==> src/rtl/connect4_pkg.sv <==
// Shared Connect-4 definitions: cell codes, default board size, FSM states and cell indexing.
package connect4_pkg;

  localparam int unsigned DEF_ROWS = 6;
  localparam int unsigned DEF_COLS = 7;

  typedef logic [1:0] cell_t;

  localparam cell_t CELL_EMPTY = 2'b00;
  localparam cell_t CELL_P1    = 2'b01;
  localparam cell_t CELL_P2    = 2'b10;

  typedef enum logic [1:0] {
    IDLE,
    SCAN,
    SETTLE,
    LOCKED
  } state_t;

  // LSB of cell (r,c) in the packed board vector; row 0 is the bottom row.
  function automatic int unsigned cell_lsb(input int unsigned r, input int unsigned c,
                                           input int unsigned cols);
    return 2 * (cols * r + c);
  endfunction

  function automatic cell_t other_player(input cell_t p);
    return (p == CELL_P1) ? CELL_P2 : CELL_P1;
  endfunction

endpackage

==> src/rtl/connect4_grid.sv <==
// Connect-4 board writer: takes column drops, applies gravity one row per cycle,
// alternates players and locks the board when the Scoreboard reports a result.
module connect4_grid
  import connect4_pkg::*;
#(
  parameter int unsigned ROWS          = DEF_ROWS,
  parameter int unsigned COLS          = DEF_COLS,
  parameter int unsigned COL_W         = 3,
  parameter int unsigned SETTLE_CYCLES = 3
) (
  input  logic                     clock,
  input  logic                     reset,
  input  logic                     new_round,
  input  logic                     move_valid,
  input  logic [COL_W-1:0]         move_col,
  output logic                     move_ready,
  input  logic [1:0]               winner,
  output logic [2*ROWS*COLS-1:0]   game_status,
  output logic                     grid_full,
  output logic [1:0]               current_player,
  output logic                     move_accepted,
  output logic                     move_rejected,
  output logic                     round_over
);

  localparam int unsigned BOARD_W = 2 * ROWS * COLS;
  localparam int unsigned IDX_W   = $clog2(BOARD_W);
  localparam int unsigned ROW_W   = (ROWS > 1) ? $clog2(ROWS) : 1;
  localparam int unsigned CNT_W   = $clog2(SETTLE_CYCLES + 1);

  state_t               state_q, state_d;
  logic [ROW_W-1:0]     row_q, row_d;
  logic [COL_W-1:0]     col_q, col_d;
  logic [CNT_W-1:0]     cnt_q, cnt_d;
  logic [BOARD_W-1:0]   board_d;
  logic                 full_d;
  cell_t                player_d, start_q, start_d;
  logic                 accepted_d, rejected_d, round_over_d;

  logic [IDX_W-1:0]     scan_idx;
  logic                 scan_empty, scan_top, settle_done, col_bad, handshake;

  assign scan_idx    = IDX_W'(cell_lsb(32'(row_q), 32'(col_q), COLS));
  assign scan_empty  = (game_status[scan_idx +: 2] == CELL_EMPTY);
  assign scan_top    = (row_q == ROW_W'(ROWS - 1));
  assign settle_done = (cnt_q == CNT_W'(SETTLE_CYCLES - 1));
  assign col_bad     = (32'(move_col) >= COLS);
  assign handshake   = move_valid && move_ready;

  // State and datapath registers
  always_ff @(posedge clock or posedge reset) begin
    if (reset) begin
      state_q        <= IDLE;
      row_q          <= '0;
      col_q          <= '0;
      cnt_q          <= '0;
      game_status    <= '0;
      grid_full      <= 1'b0;
      current_player <= CELL_P1;
      start_q        <= CELL_P1;
      move_accepted  <= 1'b0;
      move_rejected  <= 1'b0;
      round_over     <= 1'b0;
    end else begin
      state_q        <= state_d;
      row_q          <= row_d;
      col_q          <= col_d;
      cnt_q          <= cnt_d;
      game_status    <= board_d;
      grid_full      <= full_d;
      current_player <= player_d;
      start_q        <= start_d;
      move_accepted  <= accepted_d;
      move_rejected  <= rejected_d;
      round_over     <= round_over_d;
    end
  end

  // Next-state logic; new_round overrides every transition
  always_comb begin
    state_d = state_q;
    unique case (state_q)
      IDLE:    if (handshake && !col_bad) state_d = SCAN;
      SCAN: begin
        if (scan_empty)    state_d = SETTLE;
        else if (scan_top) state_d = IDLE;
      end
      SETTLE: begin
        if (settle_done) state_d = (winner != 2'b00 || grid_full) ? LOCKED : IDLE;
      end
      LOCKED:  state_d = LOCKED;
      default: state_d = IDLE;
    endcase
    if (new_round) state_d = IDLE;
  end

  // Datapath next values and the combinational ready
  always_comb begin
    row_d        = row_q;
    col_d        = col_q;
    cnt_d        = cnt_q;
    board_d      = game_status;
    player_d     = current_player;
    start_d      = start_q;
    accepted_d   = 1'b0;
    rejected_d   = 1'b0;
    round_over_d = round_over;
    full_d       = 1'b1;
    move_ready   = (state_q == IDLE) && !new_round;

    unique case (state_q)
      IDLE: begin
        if (handshake) begin
          col_d      = move_col;
          row_d      = '0;
          rejected_d = col_bad;
        end
      end
      SCAN: begin
        if (scan_empty) begin
          board_d[scan_idx +: 2] = current_player;
          accepted_d             = 1'b1;
          cnt_d                  = '0;
        end else if (scan_top) begin
          rejected_d = 1'b1;
        end else begin
          row_d = row_q + ROW_W'(1);
        end
      end
      SETTLE: begin
        if (settle_done) begin
          if (winner != 2'b00 || grid_full) round_over_d = 1'b1;
          else                              player_d     = other_player(current_player);
        end else begin
          cnt_d = cnt_q + CNT_W'(1);
        end
      end
      default: ;
    endcase

    if (new_round) begin
      board_d      = '0;
      round_over_d = 1'b0;
      accepted_d   = 1'b0;
      rejected_d   = 1'b0;
      start_d      = other_player(start_q);
      player_d     = other_player(start_q);
    end

    // Under gravity the board is full exactly when the top row is
    for (int unsigned c = 0; c < COLS; c++) begin
      if (board_d[IDX_W'(cell_lsb(ROWS - 1, c, COLS)) +: 2] == CELL_EMPTY) full_d = 1'b0;
    end
  end

endmodule

==> config.mk <==
export PLATFORM = sky130hd
export DESIGN_NAME = connect4_grid
export DESIGN_NICKNAME = d
export VERILOG_FILES = /design/src/rtl/connect4_pkg.sv /design/src/rtl/connect4_grid.sv
export SDC_FILE = /design/constraint.sdc
export NUM_CORES = 1
export LEC_CHECK = 0
export BUFFER_PORTS_ARGS = -buffer_cell sky130_fd_sc_hd__buf_2
export CORE_MARGIN = 1.5
export CORE_UTILIZATION = 55
export CTS_CLUSTER_DIAMETER = 120
export CTS_CLUSTER_SIZE = 24
export DETAILED_ROUTE_END_ITERATION = 6
export GPL_TIMING_DRIVEN = 0
export PLACE_DENSITY = 0.88
export SLEW_MARGIN = 20
export SYNTH_ARGS = -nofsm -noshare
export SYNTH_HDL_FRONTEND = slang
export SYNTH_SLANG_ARGS = --single-unit
==> constraint.sdc <==
create_clock -name clock -period 8.2 [get_ports clock]
set_clock_uncertainty 0.05 [all_clocks]
set_input_delay 1.64 -clock clock [delete_from_list [all_inputs] [get_ports clock]]
set_output_delay 1.64 -clock clock [all_outputs]
set_load 0.05 [all_outputs]
* After elaboration in Yosys (flattened, before gate mapping)
Index checks and enable logic that the tools add are counted.
** Storage, ports and cells
- Bits of input ports :: 9
- ROM bits :: 0
- Latch bits :: 0
- Memories kept :: 0
- Word-level logic and storage cells :: 110
- Flip-flop bits (word level) :: 102
- Output and inout port bits :: 91
- Memory bits (writable) :: 0
** Operators by class
- Order comparisons :: 1
- Divide/modulo/power cells :: 0
- Shifts and indexed selects :: 3
- Add/subtract/negate cells :: 4
- Equality and inequality tests :: 16
- Bitwise operators :: 0
- Reductions and logical operators :: 30
- Multiply operators :: 1
- Multiplexer cells :: 43
** Operator list (number)
- 84-bit 2-to-1 mux :: 3
- 84-bit bitwise mux :: 1
- 2-bit by 9-bit variable shift with 84-bit output, first input constant :: 1
- 2-bit by 9-bit indexed part select with 84-bit output :: 1
- 84-bit by 8-bit indexed part select with 2-bit output :: 1
- 2-bit 2-to-1 mux :: 14
- 2-bit logical NOT :: 9
- 1-bit 2-to-1 mux :: 18
- 2-bit nonzero test :: 8
- 2-bit != test, second input constant :: 6
- 3-bit AND reduction :: 4
- 3-bit 2-to-1 mux :: 3
- 7-bit negation with 9-bit output :: 1
- 2-bit case mux with 4 select lines :: 1
- 6-bit by 3-bit adder with 6-bit output :: 1
- 2-bit by 1-bit equality test with 1-bit output, second input constant :: 3
- 2-bit equality test, second input constant :: 3
- 3-bit by 3-bit multiplier with 6-bit output, first input constant :: 1
- 3-bit != test, second input constant :: 2
- 3-bit case mux with 2 select lines :: 1
- 4-bit != test, second input constant :: 1
- 2-bit case mux with 2 select lines :: 1
- 2-bit AND reduction :: 2
- 4-bit AND reduction :: 1
- 8 further kinds :: 11

* Longest topological paths before layout
Gate-level depths: netlist of the first run.
- Word-level depth :: 16
- Depth in mapped cells :: 17

* Worst setup path before layout of the first run
No wires, ideal clock.
- Path type :: reg-to-reg
- Start point :: register row_q[0]
- End point :: register grid_full
- Library setup time :: 0.096 ns
- Setup slack :: 3.588 ns
- Data required time :: 8.054 ns
- Period minus slack after synthesis :: 4.612 ns
- Stages on the path, launching flop included :: 14
- Arrival :: 4.466 ns
- Cell sequence :: dfrtp_1 fa_1 inv_1 fa_1 fa_1 inv_2 o311ai_1 o22ai_1 a2111oi_2 a31oi_4 a211oi_1 mux2_2 a211o_1 nor4_2
** Between the ends
- Cells in the longest elaborated chain, start to end :: 16
- Elaborated cells on any way between the ends :: 25
- Those cells by class :: add/sub (2); mul (1); shift (3); mux (11); reduce/logical (8)
** RTL lines
- from (decl) :: RTL line connect4_grid.sv:32 : logic [ROW_W-1:0] row_q, row_d;
- from (signal assigned) :: RTL line connect4_grid.sv:66 : row_q <= row_d;
- 3-bit by 3-bit multiplier with 6-bit output * :: RTL line connect4_pkg.sv:23 : return 2 * (cols * r + c);
- 6-bit by 3-bit adder with 6-bit output * :: RTL line connect4_pkg.sv:23
- 7-bit negation with 9-bit output :: RTL line connect4_grid.sv:121 : board_d[scan_idx +: 2] = current_player;
- 2-bit by 9-bit indexed part select with 84-bit output or 2-bit by 9-bit variable shift with 84-bit output (tied branches) :: RTL line connect4_grid.sv:121
- 84-bit bitwise mux :: RTL line connect4_grid.sv:121
- 84-bit 2-to-1 mux * :: RTL line connect4_grid.sv:120 : if (scan_empty) begin
- 84-bit 2-to-1 mux * :: RTL line connect4_grid.sv:111 : unique case (state_q)
- 84-bit 2-to-1 mux * :: RTL line connect4_grid.sv:141 : if (new_round) begin
- 2-bit logical NOT :: RTL line connect4_grid.sv:152 : if (board_d[IDX_W'(cell_lsb(ROWS - 1, c, COLS)) +: 2] == CELL_EMPTY) full_d = 1'b0;
- 1-bit 2-to-1 mux (6 in a row) :: RTL line connect4_grid.sv:152
- 1-bit 2-to-1 mux * :: RTL line connect4_grid.sv:152
- named net full_d :: RTL line connect4_grid.sv:36 : logic full_d;
- to (signal assigned) :: RTL line connect4_grid.sv:70 : grid_full <= full_d;
- to (decl) :: RTL line connect4_grid.sv:19 : output logic grid_full,
The timed path passes the listed nets; every way through them passes the cells marked *. The select of a mux whose other input is x is not followed.
A chain may end at the register's enable or synchronous reset.

* Worst setup path in the final report of the first run
Ends and elaborated chain as after synthesis.

==> flow_summary.ini, run 1 <==
[route]
wl_per_cell_um = 21.1
routed_via_density = 6.32
drc_errors = 0
drt-total-wl_um = 18400
ant_nets = 0
first_iter_violations = 553
dr_total_vias = 5507
dr.pass1.iters = 5

[sta]
max_freq_ghz = 0.179
setup_viol = 0
finalSetupTns_ns = 0
fin_crit_sh = 0.680
min_period_ns = 5.58
rsz0062_at_grt = no
final-max-slew-violation-count = 0
tightest_slew_ns = 1.01
slew_headroom = 0.319
hold_viol = 0

[clocking]
cts_buffer_depth = 2
clk_pin_slew_ns = 0.09
clkLatencyLatePin_ns = 0.38
postCtsSetupRepairBufs = 0
cts_hold_buf = 0
cts.sinks = 102
numCtsBuffers = 9
htreeDepth = 3
cts_tree = built
cts_resized = 0
clockRootBuffer = clkbuf_8

[setup_path]
worst_setup_path_end_kind = flip-flop
r2r-start = row_q[0]$_DFFE_PP0P_
max_stage_delay_ns = 0.71
critPathArrivalTime_ns = 5.79
worst_setup_path_start_kind = flip-flop
cp_slowest_cell = fa_1
rr_worst_depth = 13
worstSetupPathType = reg2reg
cp_top_family = compound AO/OA/AOI/OAI gates
reg2reg_slack_ns = 2.62
crit_chain = fa_1 > inv_1 > fa_1 > fa_1 > inv_2 > o311ai_1 > o22ai_1 > a2111oi_2 > a31oi_4 > a211oi_1 > mux2_2 > a211o_1 > nor4_2
crit_top_cell = fa_1
crit_path_max_fanout = 7
r2r_end = grid_full$_DFF_PP0_
critPathBufInv = 2
cp_data_required_time_ns = 8.41

[logic_synthesis]
synth-async-reset-ratio = 1.00
synth_area_per_cell_um2 = 9.45
ys_seq_area_frac = 0.435
ys_seq_elements = 102
synth_area_um2 = 5870
synth_nets = 650
yosys_warnings = 0
netlist_top_cells_area = dfrtp_1 (43%), mux2i_1 (12%), nor2_1 (7.8%)
post-synth-top-area-cell = dfrtp_1
synth_edf_count = 0
synthCells = 621
synth_flop_cell = dfrtp_1
synth_top_area_share = 0.426
synth.distinct_cells = 61

[layout]
design_area_um2 = 6770
seq_area_um2 = 2550
drive_gt1_frac = 0.193
final_common_cell = nor2_1
area_growth_pct = 15.4
diodes = 0
multi_input_area_um2 = 3100
final_cell_mix = nor2_1 (122), buf_2 (106), dfrtp_1 (100)
fillers = 856
final_nets = 761

[power]
power_density_nw_per_um2 = 365
power.internal_uw = 1100
comb_power_share = 0.631
power_frac_seq = 0.229
switchingPower_uw = 1370
ir_drop_uv = 183
swShare = 0.554
total_leakage_power_uw = 0.00330
p_clk_frac = 0.140

[place]
routabilityCongestion = 0.956
hpwlAfterDp_um = 13900
placed_area_um2 = 6570
io_buffers = 99

[die]
start_util = 0.568
die_h_um = 106
floorplan.rows = 37
core_um2 = 10300
boundaryPins = 100
fp.dieW_um = 106
die_area_um2 = 11300

[grt]
grt_antenna_before_repair = 0
grt_max_degree = 60
grt_pass1_wl_um = 29000
grt_overflow = 0
grt_util_all_layers = 0.338
first_global_vias = 5390

[status]
status = completed

[worst_hold_path]
hold_class = reg2reg
hold_depth = 2
hold_end = col_q[1]$_DFFE_PP0P_
holdCritStartpoint = col_q[1]$_DFFE_PP0P_

[run]
cap_violations = 0
[synthesized netlist by cell type (7+ instances only)]
| cell | instances |
|---|---|
| a21oi_1 | 15 |
| a31oi_1 | 7 |
| and2_1 | 10 |
| and3_1 | 34 |
| buf_2 | 7 |
| clkbuf_1 | 22 |
| dfrtp_1 | 100 |
| ha_1 | 16 |
| inv_1 | 21 |
| mux2i_1 | 69 |
| nand2_1 | 33 |
| nand3_1 | 21 |
| nor2_1 | 122 |
| nor2b_1 | 7 |
| nor3_1 | 21 |
| o21ai_0 | 15 |
[per-layer routing]
metal,wire [um],part of all wire,vias to the layer above,GRT usage
met1,7450,0.40,2731,0.461
met4,768,0.042,0,0.163
met5,0,0,-,0
met2,8650,0.47,309,0.539
li1,-,-,2408,-
met3,1550,0.084,59,0.0386
[cell type report]
cell class                      instances  share of cell area
Multi-Input combinational cell        465               0.458
Sequential cell                       102               0.377
Timing Repair Buffer                  100              0.0773
Tap cell                              136              0.0251
Clock buffer                           11              0.0194
Buffer                                 31              0.0185
Inverter                               23              0.0135
Clock inverter                          4              0.0107
[worst max path at each step]
| stage | end | from | cells after the start | slack (ns) |
|---|---|---|---|---|
| 3_3_place_gp | grid_full$_DFF_PP0_ | row_q[0]$_DFFE_PP0P_ | 13 | 2.85 |
| 3_5_place_dp | grid_full$_DFF_PP0_ | row_q[0]$_DFFE_PP0P_ | 13 | 2.72 |
| 5_1_grt | game_status[63]$_DFFE_PP0P_ | row_q[0]$_DFFE_PP0P_ | 13 | 2.48 |
| 6_report | grid_full$_DFF_PP0_ | row_q[0]$_DFFE_PP0P_ | 13 | 2.62 |
| 4_1_cts | grid_full$_DFF_PP0_ | row_q[0]$_DFFE_PP0P_ | 13 | 2.71 |
| 2_1_floorplan | grid_full$_DFF_PP0_ | row_q[0]$_DFFE_PP0P_ | 13 | 3.59 |
[state kept, by name, indices dropped and copies added (netlist names)]
register,count
state_q,2
current_player,2
move_rejected,1
move_accepted,1
row_q,3
grid_full,1
round_over,1
start_q,2
cnt_q,2
game_status,84
col_q,3
[per-stage QoR]
stage          hold WS [ns]  utilization  worst slack (ns)  total power [uW]  std cells
6_report              0.474        0.656              2.62              2470        872
5_1_grt               0.476        0.656              2.48              2560        872
4_1_cts               0.470        0.656              2.71              2400        872
3_5_place_dp          0.443        0.636              2.72              2070        857
3_3_place_gp          0.438        0.633              2.85              2050        856
2_1_floorplan         0.400            -              3.59              1560        621
[power by group through the flow]
| stage | sequential [uW] | clock, uW | combinational, uW |
|---|---|---|---|
| after CTS | 563 | 343 | 1490 |
| final | 564 | 345 | 1560 |
| after detailed placement | 573 | 0 | 1490 |
| after global routing | 568 | 363 | 1630 |
| after floorplan | 596 | 0 | 965 |
| after global placement | 570 | 0 | 1480 |
[logic make-up after synthesis]
kind of cell / Yosys count / synth area share
DFF: 102 / 0.435
adders and majority gates: 20 / 0.0478
AOI/OAI and AO/OA: 82 / 0.102
xor gates and xnor gates: 10 / 0.0175
muxes: 77 / 0.139
and+or+nand+nor: 276 / 0.223
buffers and inverters: 54 / 0.0360
[worst reg2reg max path, cell delays in order, from the launching register on]
cell and delay [ns]:
dfrtp_1 0.49, fa_1 0.58, inv_1 0.05, fa_1 0.50
fa_1 0.71, inv_2 0.17, o311ai_1 0.42, o22ai_1 0.15
a2111oi_2 0.53, a31oi_4 0.21, a211oi_1 0.61, mux2_2 0.42
a211o_1 0.25, nor4_2 0.33
Power figures use the tool's default switching activity.
==> inputs of run 2 (changes only) <==
Settings changed: ABC_AREA set to 1, CORE_UTILIZATION 55 to 52, PLACE_DENSITY 0.88 to 0.87.
Clock period 8.2 ns to 4.65 ns, I/O delays scaled along.
==> run 2 against run 1 <==
Compared with the run above:
- highest routed layer unchanged
- register-to-register slack got worse by 2.4 ns
- non-clock buffer count rose by 4
- synthesized area rose by 11%
==> flow_summary.ini, run 2 <==
[status]
status = completed

[place]
dp_cells = 1165
pre_cts_ws_ns = 0.405
placed_area_um2 = 7240
routabilityCongestion = 1.02
hpwlAfterDp_um = 16600
io_buffers = 99

[layout]
final_cell_mix = nand2_1 (182), nand3_1 (159), inv_1 (117)
reg.largest.list = game_status (84), col_q (3), row_q (3)
largest_register = game_status
diodes = 0
final_common_cell = nand2_1
area_growth_pct = 16.1
drive_gt1_frac = 0.177
design_area_um2 = 7550
largest_register_ffs = 84
instances_no_fill = 1181
final_nets = 1037

[worst_hold_path]
hold_class = reg2reg
holdCritStartpoint = start_q[1]$_DFFE_PP0P_
hold_depth = 1
hold_end = start_q[1]$_DFFE_PP0P_

[logic_synthesis]
synth_area_um2 = 6500
synth_flop_cell = dfrtp_1
yosys_warnings = 0
netlist_top_cells_area = dfrtp_1 (38%), nand3_1 (12%), nand2_1 (11%)
synth_top_family_by_area = simple AND/OR/NAND/NOR gates
yosys.area_share.simple = 0.346
synth-async-reset-ratio = 1.00
synth.mux.area_fraction = 0.00173
synth_edf_count = 0
synth_area_per_cell_um2 = 7.25
synth_nets = 926
ys_seq_elements = 102
synthAdderAreaFrac = 0.0431
post-synth-top-count-cell = nand2_1
synth.distinct_cells = 39
ys_top_cells_by_count = nand2_1 (182), nand3_1 (159), inv_1 (118)
synthCells = 897
synth_xor_area_frac = 0
ys_seq_area_frac = 0.393
synth_top_area_share = 0.385
synth-compound-area-share = 0.105
post-synth-top-area-cell = dfrtp_1

[setup_path]
worst_setup_path_start_kind = flip-flop
rr_worst_depth = 19
cp_slowest_cell = nor3_1
max_stage_delay_ns = 0.57
r2r-start = row_q[1]$_DFFE_PP0P_
cp_top_family = simple AND/OR/NAND/NOR gates
reg2reg_slack_ns = 0.25
crit_path_max_fanout = 11
critPathArrivalTime_ns = 4.64
critPathBufInv = 6
r2r_end = grid_full$_DFF_PP0_
worst_setup_path_end_kind = flip-flop
crit_top_cell = ha_1
cp.depth = 19
crit_chain = inv_1 > ha_1 > inv_1 > ha_1 > ha_1 > inv_2 > buf_2 > ha_1 > nand2_1 > inv_1 > nor2_1 > buf_2 > nor3_1 > nand3_1 > o21ai_0 > nand2_1 > nand4_1 > nand3_1 > nor2_1
worstSetupPathType = reg2reg
cp_data_required_time_ns = 4.89

[sta]
setup_viol = 0
final-max-slew-violation-count = 0
slew_headroom = 0.455
rsz0062_at_grt = no
hold_viol = 0
setup_ws_ns = 0.251
max_freq_ghz = 0.227
holdWs_ns = 0.429
fin_crit_sh = 0.946
tightest_slew_ns = 0.818
min_period_ns = 4.40

[clocking]
numCtsBuffers = 9
clkLatencyLatePin_ns = 0.36
htreeDepth = 3
cts_hold_buf = 0
postCtsSetupRepairBufs = 0
clk_pin_slew_ns = 0.07
cts_resized = 0
cts_tree = built
cts_buffer_depth = 2
cts.sinks = 102
clockRootBuffer = clkbuf_16

[die]
die_area_um2 = 13200
core_um2 = 12100
boundaryPins = 100
floorplan.rows = 40
start_util = 0.537
fp.dieW_um = 115
die_h_um = 115

[grt]
grt_overflow = 0
grt_pass1_wl_um = 35100
first_global_vias = 6576
grt_max_degree = 54
grt_util_all_layers = 0.353
grt_antenna_before_repair = 0

[route]
drc_errors = 0
drt-total-wl_um = 22300
wl_met1_um = 8730
first_iter_violations = 819
dr_wl_met3_um = 2490
dr_total_vias = 7000
wl_per_cell_um = 18.9
highest_layer = met4
route.met2.wl_um = 10000
ant_nets = 0
dr.pass1.iters = 5
routed_via_density = 5.93

[run]
cap_violations = 0
## run 2: cell types whose count changed after synthesis, moves of 14 or more
cell	change
nand3_1	+138
o21ai_1	+29
nand2_1	+149
inv_1	+97
clkbuf_1	-14
and3_1	-34
mux2i_1	-69
o21ai_0	+35
nor2_1	-42
## run 2: stage by stage
step           utilization  setup TNS [ns]
6_report             0.623               0
5_1_grt              0.623               0
4_1_cts              0.623               0
3_5_place_dp         0.598               0
3_3_place_gp         0.595          -12.67
2_1_floorplan            -               0
## run 2: cell families after synthesis
| family | count (synthesis) |
|---|---|
| and+or+nand+nor | 486 |
| muxes | 1 |
| buffers and inverters | 164 |
| AOI/OAI and AO/OA | 124 |
| DFF | 102 |
| adders and majority gates | 20 |
## run 2: area by class of cell
type	count	area [um2]
Inverter	129	497
Clock inverter	5	56.3
Sequential cell	102	2550
Fill cell	1141	4560
Buffer	35	233
Timing Repair Buffer	100	523
Clock buffer	11	253
Multi-Input combinational cell	631	3220
Tap cell	168	210
## run 2: how the worst max path moves through the flow
stage / endpoint / slack, ns / from
after global placement: game_status[33]$_DFFE_PP0P_ / -0.13 / reset
after floorplan: cnt_q[0]$_DFFE_PP0P_ / 1.0 / reset
after detailed placement: game_status[13]$_DFFE_PP0P_ / 0.41 / row_q[0]$_DFFE_PP0P_
after global routing: grid_full$_DFF_PP0_ / 0.009 / row_q[1]$_DFFE_PP0P_
after CTS: grid_full$_DFF_PP0_ / 0.37 / row_q[1]$_DFFE_PP0P_
final: grid_full$_DFF_PP0_ / 0.25 / row_q[1]$_DFFE_PP0P_
## run 2: per-layer routing
metal  global-route usage  up-vias
met5                    0        -
li1                     -     3180
met2                0.538      434
met4                0.180        0
met3               0.0886      109
met1                0.470     3277
Power of run 2 is left out: the tool's default activity adds up to more than one toggle a clock period on the data nets, which glitch-free logic cannot reach.
==> inputs of run 3 (changes only) <==
Settings changed: ABC_AREA 1 to 0, CORE_UTILIZATION 52 to 51, PLACE_DENSITY 0.87 to 0.86.
==> run 3 against run 2 <==
Compared with the run above:
- the flow now finishes with violations (setup timing)
- first-iteration DRC count down 26%
- worst hold slack better by 0.038 ns
- final cell count down 24%
==> flow_summary.ini, run 3 (synthesis gave the netlist of run 1 again) <==
[sta]
slew_headroom = 0.379
max_freq_ghz = 0.212
tightest_slew_ns = 0.932
setup_ws_ns = -0.0750
final-max-slew-violation-count = 0
rsz0062_at_grt = yes
fin_crit_sh = 1.02
finalSetupTns_ns = -0.570
setup_viol = 25
min_period_ns = 4.73
hold_viol = 0

[worst_hold_path]
holdCritStartpoint = cnt_q[0]$_DFFE_PP0P_
hold_class = reg2reg
hold_depth = 1
hold_end = cnt_q[0]$_DFFE_PP0P_

[power]
total_leakage_power_uw = 0.00351
total_power_uw = 5260
switchingPower_uw = 2880
p_clk_frac = 0.151
swShare = 0.547
power.internal_uw = 2380
comb_power_share = 0.661
ir_drop_uv = 527
power_frac_seq = 0.189
power_density_nw_per_um2 = 696

[grt]
grt_util_all_layers = 0.349
first_global_vias = 5630
grt_pass1_wl_um = 30700
grt_max_degree = 58
grt_overflow = 0
grt_antenna_before_repair = 0

[clocking]
clk_pin_slew_ns = 0.07
clockRootBuffer = clkbuf_16
numCtsBuffers = 9
cts.sinks = 102
htreeDepth = 3
cts_buffer_depth = 2
cts_tree = built
clkLatencyLatePin_ns = 0.37

[route]
dr.pass1.iters = 5
ant_nets = 0
first_iter_violations = 610
drt-total-wl_um = 20400
wl_per_cell_um = 22.7
dr_total_vias = 5650
routed_via_density = 6.30
drc_errors = 0

[setup_path]
critPathArrivalTime_ns = 4.89
worst_setup_path_end_kind = flip-flop
worstSetupPathType = reg2reg
worst_setup_path_start_kind = flip-flop
rr_worst_depth = 13
cp_data_required_time_ns = 4.82
crit_path_max_fanout = 8
reg2reg_slack_ns = -0.08
cp_slowest_cell = fa_2
r2r_end = game_status[59]$_DFFE_PP0P_
r2r-start = row_q[0]$_DFFE_PP0P_
crit_chain = fa_1 > inv_1 > fa_1 > fa_2 > nor3_1 > o22ai_2 > a2111oi_4 > a31oi_4 > a211oi_4 > buf_6 > and3_4 > mux2i_1 > nor2_1
max_stage_delay_ns = 0.56
crit_top_cell = fa_1

[layout]
largest_register = game_status
design_area_um2 = 7560
final_common_cell = nor2_1
final_nets = 782
diodes = 0
reg.largest.list = game_status (84), col_q (3), row_q (3)
fillers = 866
largest_register_ffs = 84
area_growth_pct = 28.8
drive_gt1_frac = 0.318
final_cell_mix = nor2_1 (120), buf_2 (102), dfrtp_1 (97)
utilization = 0.685

[place]
hpwlAfterDp_um = 14500
io_buffers = 99
placed_area_um2 = 6570
routabilityCongestion = 0.943
pre_cts_ws_ns = -0.774

[die]
boundaryPins = 100
floorplan.rows = 38
die_h_um = 110
fp.dieW_um = 110
core_um2 = 11000
die_area_um2 = 12200
start_util = 0.532

[run]
cap_violations = 0

[status]
violations = setup timing
status = finished with violations
## run 3: worst max path at each step
stage | start | to | slack, ns | cells after the start
after floorplan | row_q[0]$_DFFE_PP0P_ | grid_full$_DFF_PP0_ | 0.04 | 13
after global placement | row_q[0]$_DFFE_PP0P_ | game_status[7]$_DFFE_PP0P_ | -0.76 | 14
after detailed placement | row_q[0]$_DFFE_PP0P_ | game_status[59]$_DFFE_PP0P_ | -0.77 | 14
after CTS | row_q[0]$_DFFE_PP0P_ | game_status[80]$_DFF_PP0_ | -0.04 | 15
after global routing | row_q[0]$_DFFE_PP0P_ | grid_full$_DFF_PP0_ | -0.18 | 13
final | row_q[0]$_DFFE_PP0P_ | game_status[59]$_DFFE_PP0P_ | -0.08 | 13
## run 3: layout make-up
class | instances | area [um2] | area share
well taps | 140 | 175 | 0.0232
repair buffers | 122 | 703 | 0.0931
inverters | 23 | 96.3 | 0.0128
clock inverters | 6 | 76.3 | 0.0101
flip-flops and latches | 102 | 2560 | 0.339
multi-input cells | 465 | 3580 | 0.473
clock buffers | 9 | 225 | 0.0298
plain buffers | 30 | 145 | 0.0192
## run 3: critical path: cells and delay by family (launching register included)
kind / cells / cell delay [ns]
compound gates: 4 / 1.24
fa+ha+maj: 3 / 1.64
buf+inv: 2 / 0.26
flops: 1 / 0.43
mux: 1 / 0.24
simple gates: 3 / 0.71
## run 3: routing by layer
layer,wire length [um],up-vias,global-route usage,part of all wire
met4,826,0,0.159,0.041
met5,0,-,0,0
li1,-,2466,-,-
met3,1690,65,0.0829,0.083
met2,9740,317,0.567,0.48
met1,8140,2802,0.443,0.40
## run 3: timing repair
item / 4_1_cts / 5_1_grt
resized for setup: 60 / 49
hold buffers: 0 / 0
pin swaps: 18 / 10
setup endpoints to repair: 93 / 77
setup buffers: 15 / 7
## run 3: stage by stage
stage | hold WS, ns | instances
CTS | 0.473 | 890
finish | 0.468 | 897
global route | 0.499 | 897
detailed placement | 0.459 | 861
floorplan | 0.400 | 621
global placement | 0.431 | 860
## run 3: power groups by stage
stage | Combinational, uW | Sequential [uW] | Clock, uW
after floorplan | 1700 | 1050 | 0
after global placement | 2680 | 1010 | 0
after detailed placement | 2700 | 1010 | 0
after CTS | 3110 | 991 | 803
after global routing | 3610 | 1000 | 830
final | 3480 | 994 | 792
